==> src/rtl/cpu_pkg.sv <==
// Shared definitions for the single-cycle 8-bit CPU: opcodes, instruction
// field positions and the branch displacement helper.
package cpu_pkg;

    localparam logic [7:0] OP_LOADI = 8'h00;
    localparam logic [7:0] OP_MOV   = 8'h01;
    localparam logic [7:0] OP_ADD   = 8'h02;
    localparam logic [7:0] OP_SUB   = 8'h03;
    localparam logic [7:0] OP_AND   = 8'h04;
    localparam logic [7:0] OP_OR    = 8'h05;
    localparam logic [7:0] OP_J     = 8'h06;
    localparam logic [7:0] OP_BEQ   = 8'h07;

    // Field positions inside the 32-bit instruction word
    localparam int OP_HI  = 31;
    localparam int OP_LO  = 24;
    localparam int RD_HI  = 23;
    localparam int RD_LO  = 16;
    localparam int RS1_HI = 15;
    localparam int RS1_LO = 8;
    localparam int RS2_HI = 7;
    localparam int RS2_LO = 0;

    // Register indices use only the low bits of each field
    localparam int REG_IDX_W = 3;

    // Sign-extend an 8-bit word offset and scale it to a byte displacement
    function automatic logic [31:0] branch_disp(input logic [7:0] offset);
        return {{22{offset[7]}}, offset, 2'b00};
    endfunction

endpackage

==> src/rtl/reg_file_8x8.sv <==
// Eight 8-bit registers, two combinational read ports, one clocked write port.
// The array regs_q is left at module scope so it can be probed hierarchically.
module reg_file_8x8
    import cpu_pkg::*;
(
    input  logic                 clk,
    input  logic                 reset,
    input  logic                 wr_en,
    input  logic [REG_IDX_W-1:0] wr_addr,
    input  logic [7:0]           wr_data,
    input  logic [REG_IDX_W-1:0] rd_addr1,
    input  logic [REG_IDX_W-1:0] rd_addr2,
    output logic [7:0]           rd_data1,
    output logic [7:0]           rd_data2
);

    logic [7:0] regs_q [0:7];
    logic [7:0] regs_d [0:7];

    // Next-state of the array: the addressed register takes the write data
    always_comb begin
        regs_d = regs_q;
        if (wr_en) begin
            regs_d[wr_addr] = wr_data;
        end else begin
            regs_d = regs_q;
        end
    end

    // Register storage; reset wins over any write on the same edge
    always_ff @(posedge clk) begin
        if (reset) begin
            regs_q <= '{default: 8'h00};
        end else begin
            regs_q <= regs_d;
        end
    end

    // Read ports see pre-edge contents, so a same-cycle write is not bypassed
    always_comb begin
        rd_data1 = regs_q[rd_addr1];
        rd_data2 = regs_q[rd_addr2];
    end

endmodule

==> src/rtl/cpu.sv <==
// Single-cycle CPU: decode, ALU and PC update are inline; register storage
// lives in reg_file_8x8. Every instruction completes at the next rising edge.
module cpu
    import cpu_pkg::*;
#(
    parameter logic [31:0] RESET_PC = 32'h0000_0000
) (
    input  logic        CLK,
    input  logic        RESET,
    output logic [31:0] PC,
    input  logic [31:0] INSTRUCTION
);

    logic [31:0]          pc_q;
    logic [31:0]          pc_d;
    logic [31:0]          pc_plus4_s;
    logic [7:0]           op_s;
    logic [7:0]           offset_s;
    logic [7:0]           imm_s;
    logic [REG_IDX_W-1:0] rd_idx_s;
    logic [REG_IDX_W-1:0] rs1_idx_s;
    logic [REG_IDX_W-1:0] rs2_idx_s;
    logic [4:0]           unused_rs1_hi_s;
    logic [7:0]           rs1_val_s;
    logic [7:0]           rs2_val_s;
    logic                 wr_en_s;
    logic [7:0]           wr_data_s;

    // Field extraction; RD and OFFSET share a field, as do RS2 and IMM
    always_comb begin
        op_s            = INSTRUCTION[OP_HI:OP_LO];
        offset_s        = INSTRUCTION[RD_HI:RD_LO];
        imm_s           = INSTRUCTION[RS2_HI:RS2_LO];
        rd_idx_s        = INSTRUCTION[RD_LO+REG_IDX_W-1:RD_LO];
        rs1_idx_s       = INSTRUCTION[RS1_LO+REG_IDX_W-1:RS1_LO];
        rs2_idx_s       = INSTRUCTION[RS2_LO+REG_IDX_W-1:RS2_LO];
        unused_rs1_hi_s = INSTRUCTION[RS1_HI:RS1_LO+REG_IDX_W];
    end

    reg_file_8x8 u_rf (
        .clk      (CLK),
        .reset    (RESET),
        .wr_en    (wr_en_s),
        .wr_addr  (rd_idx_s),
        .wr_data  (wr_data_s),
        .rd_addr1 (rs1_idx_s),
        .rd_addr2 (rs2_idx_s),
        .rd_data1 (rs1_val_s),
        .rd_data2 (rs2_val_s)
    );

    // ALU result, write enable and next PC for the current instruction
    always_comb begin
        pc_plus4_s = pc_q + 32'd4;
        pc_d       = pc_plus4_s;
        wr_en_s    = 1'b0;
        wr_data_s  = 8'h00;
        case (op_s)
            OP_LOADI: begin
                wr_en_s   = 1'b1;
                wr_data_s = imm_s;
            end
            OP_MOV: begin
                wr_en_s   = 1'b1;
                wr_data_s = rs2_val_s;
            end
            OP_ADD: begin
                wr_en_s   = 1'b1;
                wr_data_s = rs1_val_s + rs2_val_s;
            end
            OP_SUB: begin
                wr_en_s   = 1'b1;
                wr_data_s = rs1_val_s - rs2_val_s;
            end
            OP_AND: begin
                wr_en_s   = 1'b1;
                wr_data_s = rs1_val_s & rs2_val_s;
            end
            OP_OR: begin
                wr_en_s   = 1'b1;
                wr_data_s = rs1_val_s | rs2_val_s;
            end
            OP_J: begin
                pc_d = pc_plus4_s + branch_disp(offset_s);
            end
            OP_BEQ: begin
                if (rs1_val_s == rs2_val_s) begin
                    pc_d = pc_plus4_s + branch_disp(offset_s);
                end else begin
                    pc_d = pc_plus4_s;
                end
            end
            default: begin
                // Undefined opcodes behave as NOP
                pc_d = pc_plus4_s;
            end
        endcase
    end

    // Program counter register; reset abandons the instruction in flight
    always_ff @(posedge CLK) begin
        if (RESET) begin
            pc_q <= RESET_PC;
        end else begin
            pc_q <= pc_d;
        end
    end

    assign PC = pc_q;

endmodule

==> config.mk <==
export PLATFORM = sky130hd
export DESIGN_NAME = cpu
export DESIGN_NICKNAME = d
export VERILOG_FILES = /design/src/rtl/cpu_pkg.sv /design/src/rtl/reg_file_8x8.sv /design/src/rtl/cpu.sv
export SDC_FILE = /design/constraint.sdc
export NUM_CORES = 1
export LEC_CHECK = 0
export BUFFER_PORTS_ARGS = -buffer_cell sky130_fd_sc_hd__buf_2
export CORE_ASPECT_RATIO = 0.75
export CORE_MARGIN = 5
export CORE_UTILIZATION = 66
export DETAILED_ROUTE_END_ITERATION = 12
export GPL_TIMING_DRIVEN = 1
export PLACE_DENSITY = 0.87
export SLEW_MARGIN = 25
export SYNTH_ARGS = -nofsm -noshare
export SYNTH_HDL_FRONTEND = slang
export SYNTH_SLANG_ARGS = --single-unit
==> constraint.sdc <==
create_clock -name CLK -period 11.5 [get_ports CLK]
set_input_delay 3.45 -clock CLK [delete_from_list [all_inputs] [get_ports CLK]]
set_output_delay 3.45 -clock CLK [all_outputs]
set_load 0.01 [all_outputs]
==> impl_metrics.env <==
export IMPL_io_pin_count=66
export IMPL_core_mm2=0.0109
export IMPL_clk_latency_ns=0.35
export IMPL_hold_start="u_rf.regs_q[62]"
export IMPL_drive_gt1_share_pct=15.0
export IMPL_final_common_cell="nor2_1"
export IMPL_async_flop_share_pct=0
export IMPL_max_slew_margin_pct=33.6
export IMPL_fin_skew_ns=0.00787
export IMPL_synthTopCellsByArea="dfxtp_1 26%, ha_1 9.7%, mux4_2 9.2%, nor2_1 6.2%, mux2i_1 5.2%"
export IMPL_post_cts_repair_setup_buffers=0
export IMPL_ys_flop_type="dfxtp_1"
export IMPL_dieHeight_um=102
export IMPL_crit_start="INSTRUCTION[0]"
export IMPL_crit_path_start_kind="input port"
export IMPL_drv_slew=0
export IMPL_finalCritPeriodShare_pct=63.1
export IMPL_start_util_pct=67.4
export IMPL_avgRoutedWirePerCell_um=20.1
export IMPL_grt_pass1_wl_um=33300
export IMPL_clk_pin_slew_ns=0.07
export IMPL_cts_buffers=9
export IMPL_synth_top_area_share_pct=25.5
export IMPL_gr_usage_all_layers_pct=30.2
export IMPL_synth_area_leader_cell="dfxtp_1"
export IMPL_required_ns=11.74
export IMPL_layout_common_cells="116 x nor2_1, 94 x dfxtp_1, 58 x buf_2"
export IMPL_postLayoutCoreUtil_pct=73.1
export IMPL_max_freq_ghz=0.138
export IMPL_syn_to_final_growth_pct=8.45
export IMPL_cts_max_level=3
export IMPL_ys_ff_latch=94
export IMPL_wirelength_um=20300
export IMPL_syn_avg_cell_area_um2=8.84
export IMPL_cp_arrival_ns=7.50
export IMPL_grtUsageMet2_pct=48.8
export IMPL_vias=6809
export IMPL_status="complete, no violations"
export IMPL_cp_max_fo=38
export IMPL_drc_errors=0
export IMPL_cp_top_family="multiplexers"
export IMPL_met1_usage_pct=40.8
export IMPL_grt_max_degree=96
export IMPL_finish_instance_area_mm2=0.00800
export IMPL_die_area_mm2=0.0134
export IMPL_place_gp_congestion=0.944
export IMPL_grt_pass1_vias=6702
export IMPL_rows=33
export IMPL_syn_inst=834
export IMPL_setup_viol=0
export IMPL_dpl_hpwl_um=14300
export IMPL_synth_area_mm2=0.00737
export IMPL_grtUsageMet3_pct=7.00
export IMPL_synth_edff_count=0
export IMPL_cts_tree="built"
export IMPL_crit_buf_inv=2
export IMPL_place_area_mm2=0.00768
export IMPL_regArea_mm2=0.00188
export IMPL_worstSetupPathType="in2reg"
export IMPL_power_static_leakage_uw=0.00326
export IMPL_cts_resized=0
export IMPL_setup_tns_ns=0
export IMPL_cts_max_path_buffers=2
export IMPL_rsz0062_at_grt="false"
export IMPL_top_usage_layer="met2"
export IMPL_cts_sinks=94
export IMPL_viasPerCell=6.75
export IMPL_ir_worst_vdd_mv=0.0772
export IMPL_ant_nets=0
export IMPL_cts_root_buf="clkbuf_16"
export IMPL_ys_seq_area_share_pct=25.5
export IMPL_slowest_delay_ns=0.72
export IMPL_hold_violations=0
export IMPL_worst_pin_slew_ns=0.996
export IMPL_reg2reg_from="PC[4]"
export IMPL_fillers=739
export IMPL_post_route_min_period_ns=7.26
export IMPL_slowest_stage="mux2i_1"
export IMPL_multi_input_area_mm2=0.00513
export IMPL_antenna_found_initial=1
export IMPL_final_nets=957
export IMPL_cts_hold_fix_buffers=0
export IMPL_drt_iter0_markers=807
export IMPL_cp_end_kind="flip-flop"
export IMPL_first_pass_iters=5
export IMPL_power_density_mw_per_mm2=90.1
export IMPL_grt_overflow=0
export IMPL_ys_warn_count=0
export IMPL_crit_chain="buf_2 -> mux4_2 -> mux2i_1 -> ha_1 -> nor4_1 -> nand2_1 -> a211oi_4 -> buf_4 -> nor2_1 -> a221o_1"
export IMPL_cap_violations=0
export IMPL_die_w_um=132
export IMPL_hp_class="reg2reg"
export IMPL_synth_cell_types=70
export IMPL_port_buffers=58
-- state kept, by name, indices dropped and copies added (netlist names) --
register	flops
PC	30
u_rf.regs_q	64
-- tightest hold or removal path, stage by stage, from the launching register on --
cell	delay [ns]
dfxtp_1	0.33
nor2_1	0.10
a311oi_1	0.05
-- report_power, final --
part | leakage, uW | switching [uW] | internal, uW
clock | 0.000142 | 151 | 154
combinational | 0.00236 | 53.2 | 31.6
sequential | 0.000758 | 2.94 | 327
-- area by class of cell --
class	count	area share [%]
multi-input combinational	648	64.2
timing repair buffer	62	4.01
inverter	48	2.25
clock buffer	9	2.82
antenna	1	0.0313
tap	140	2.19
clock inverter	7	0.986
sequential	94	23.5
-- metal layers --
metal / share of wire (%) / up-vias / wire (um)
met5: 0 / - / 0
met4: 1.6 / 0 / 322
met3: 12 / 33 / 2360
met2: 46 / 418 / 9280
met1: 41 / 3233 / 8310
li1: - / 3125 / -
-- cell usage after synthesis, drive strengths merged (29+ instances only) --
master,number
o21ai,29
inv,48
mux2i,38
dfxtp,94
a211oi,47
a21oi,42
nor2,124
ha,57
mux4,37
clkbuf,35
nand2,39
xnor2,35
-- logic make-up (layout without fill, tap and decap cells) --
group / after synthesis / count (layout) / share of synthesized area (%)
AND/OR/NAND/NOR: 260 / 260 / 16.4
AO/OA/AOI/OAI: 196 / 196 / 18.7
flip-flops: 94 / 94 / 25.5
buffers and inverters: 93 / 126 / 5.30
multiplexers: 80 / 80 / 17.6
adder cells (fa/ha/maj): 60 / 60 / 10.5
XOR/XNOR: 50 / 50 / 5.94
other: 1 / 3 / 0.0509
-- final timing paths --
kind / to / depth (start not counted) / slack (ns)
setup / recovery: PC[30] / 10 / 4.24
hold / removal: u_rf.regs_q[62] / 2 / 0.52
setup reg to reg: PC[28] / 13 / 7.42
hold reg to reg: u_rf.regs_q[62] / 2 / 0.52
-- stage by stage --
| stage | worst slack [ns] | cells | hold slack, ns | power, uW |
|---|---|---|---|---|
| 6_report | 4.24 | 1009 | 0.519 | 721 |
| 5_1_grt | 4.13 | 1009 | 0.533 | 745 |
| 4_1_cts | 4.38 | 1008 | 0.516 | 721 |
| 3_5_place_dp | 4.01 | 992 | 0.506 | 420 |
| 3_3_place_gp | 4.18 | 992 | 0.487 | 416 |
| 2_1_floorplan | 4.47 | 835 | 0.469 | 399 |
No activity file was read; power rests on OpenSTA's default activity.
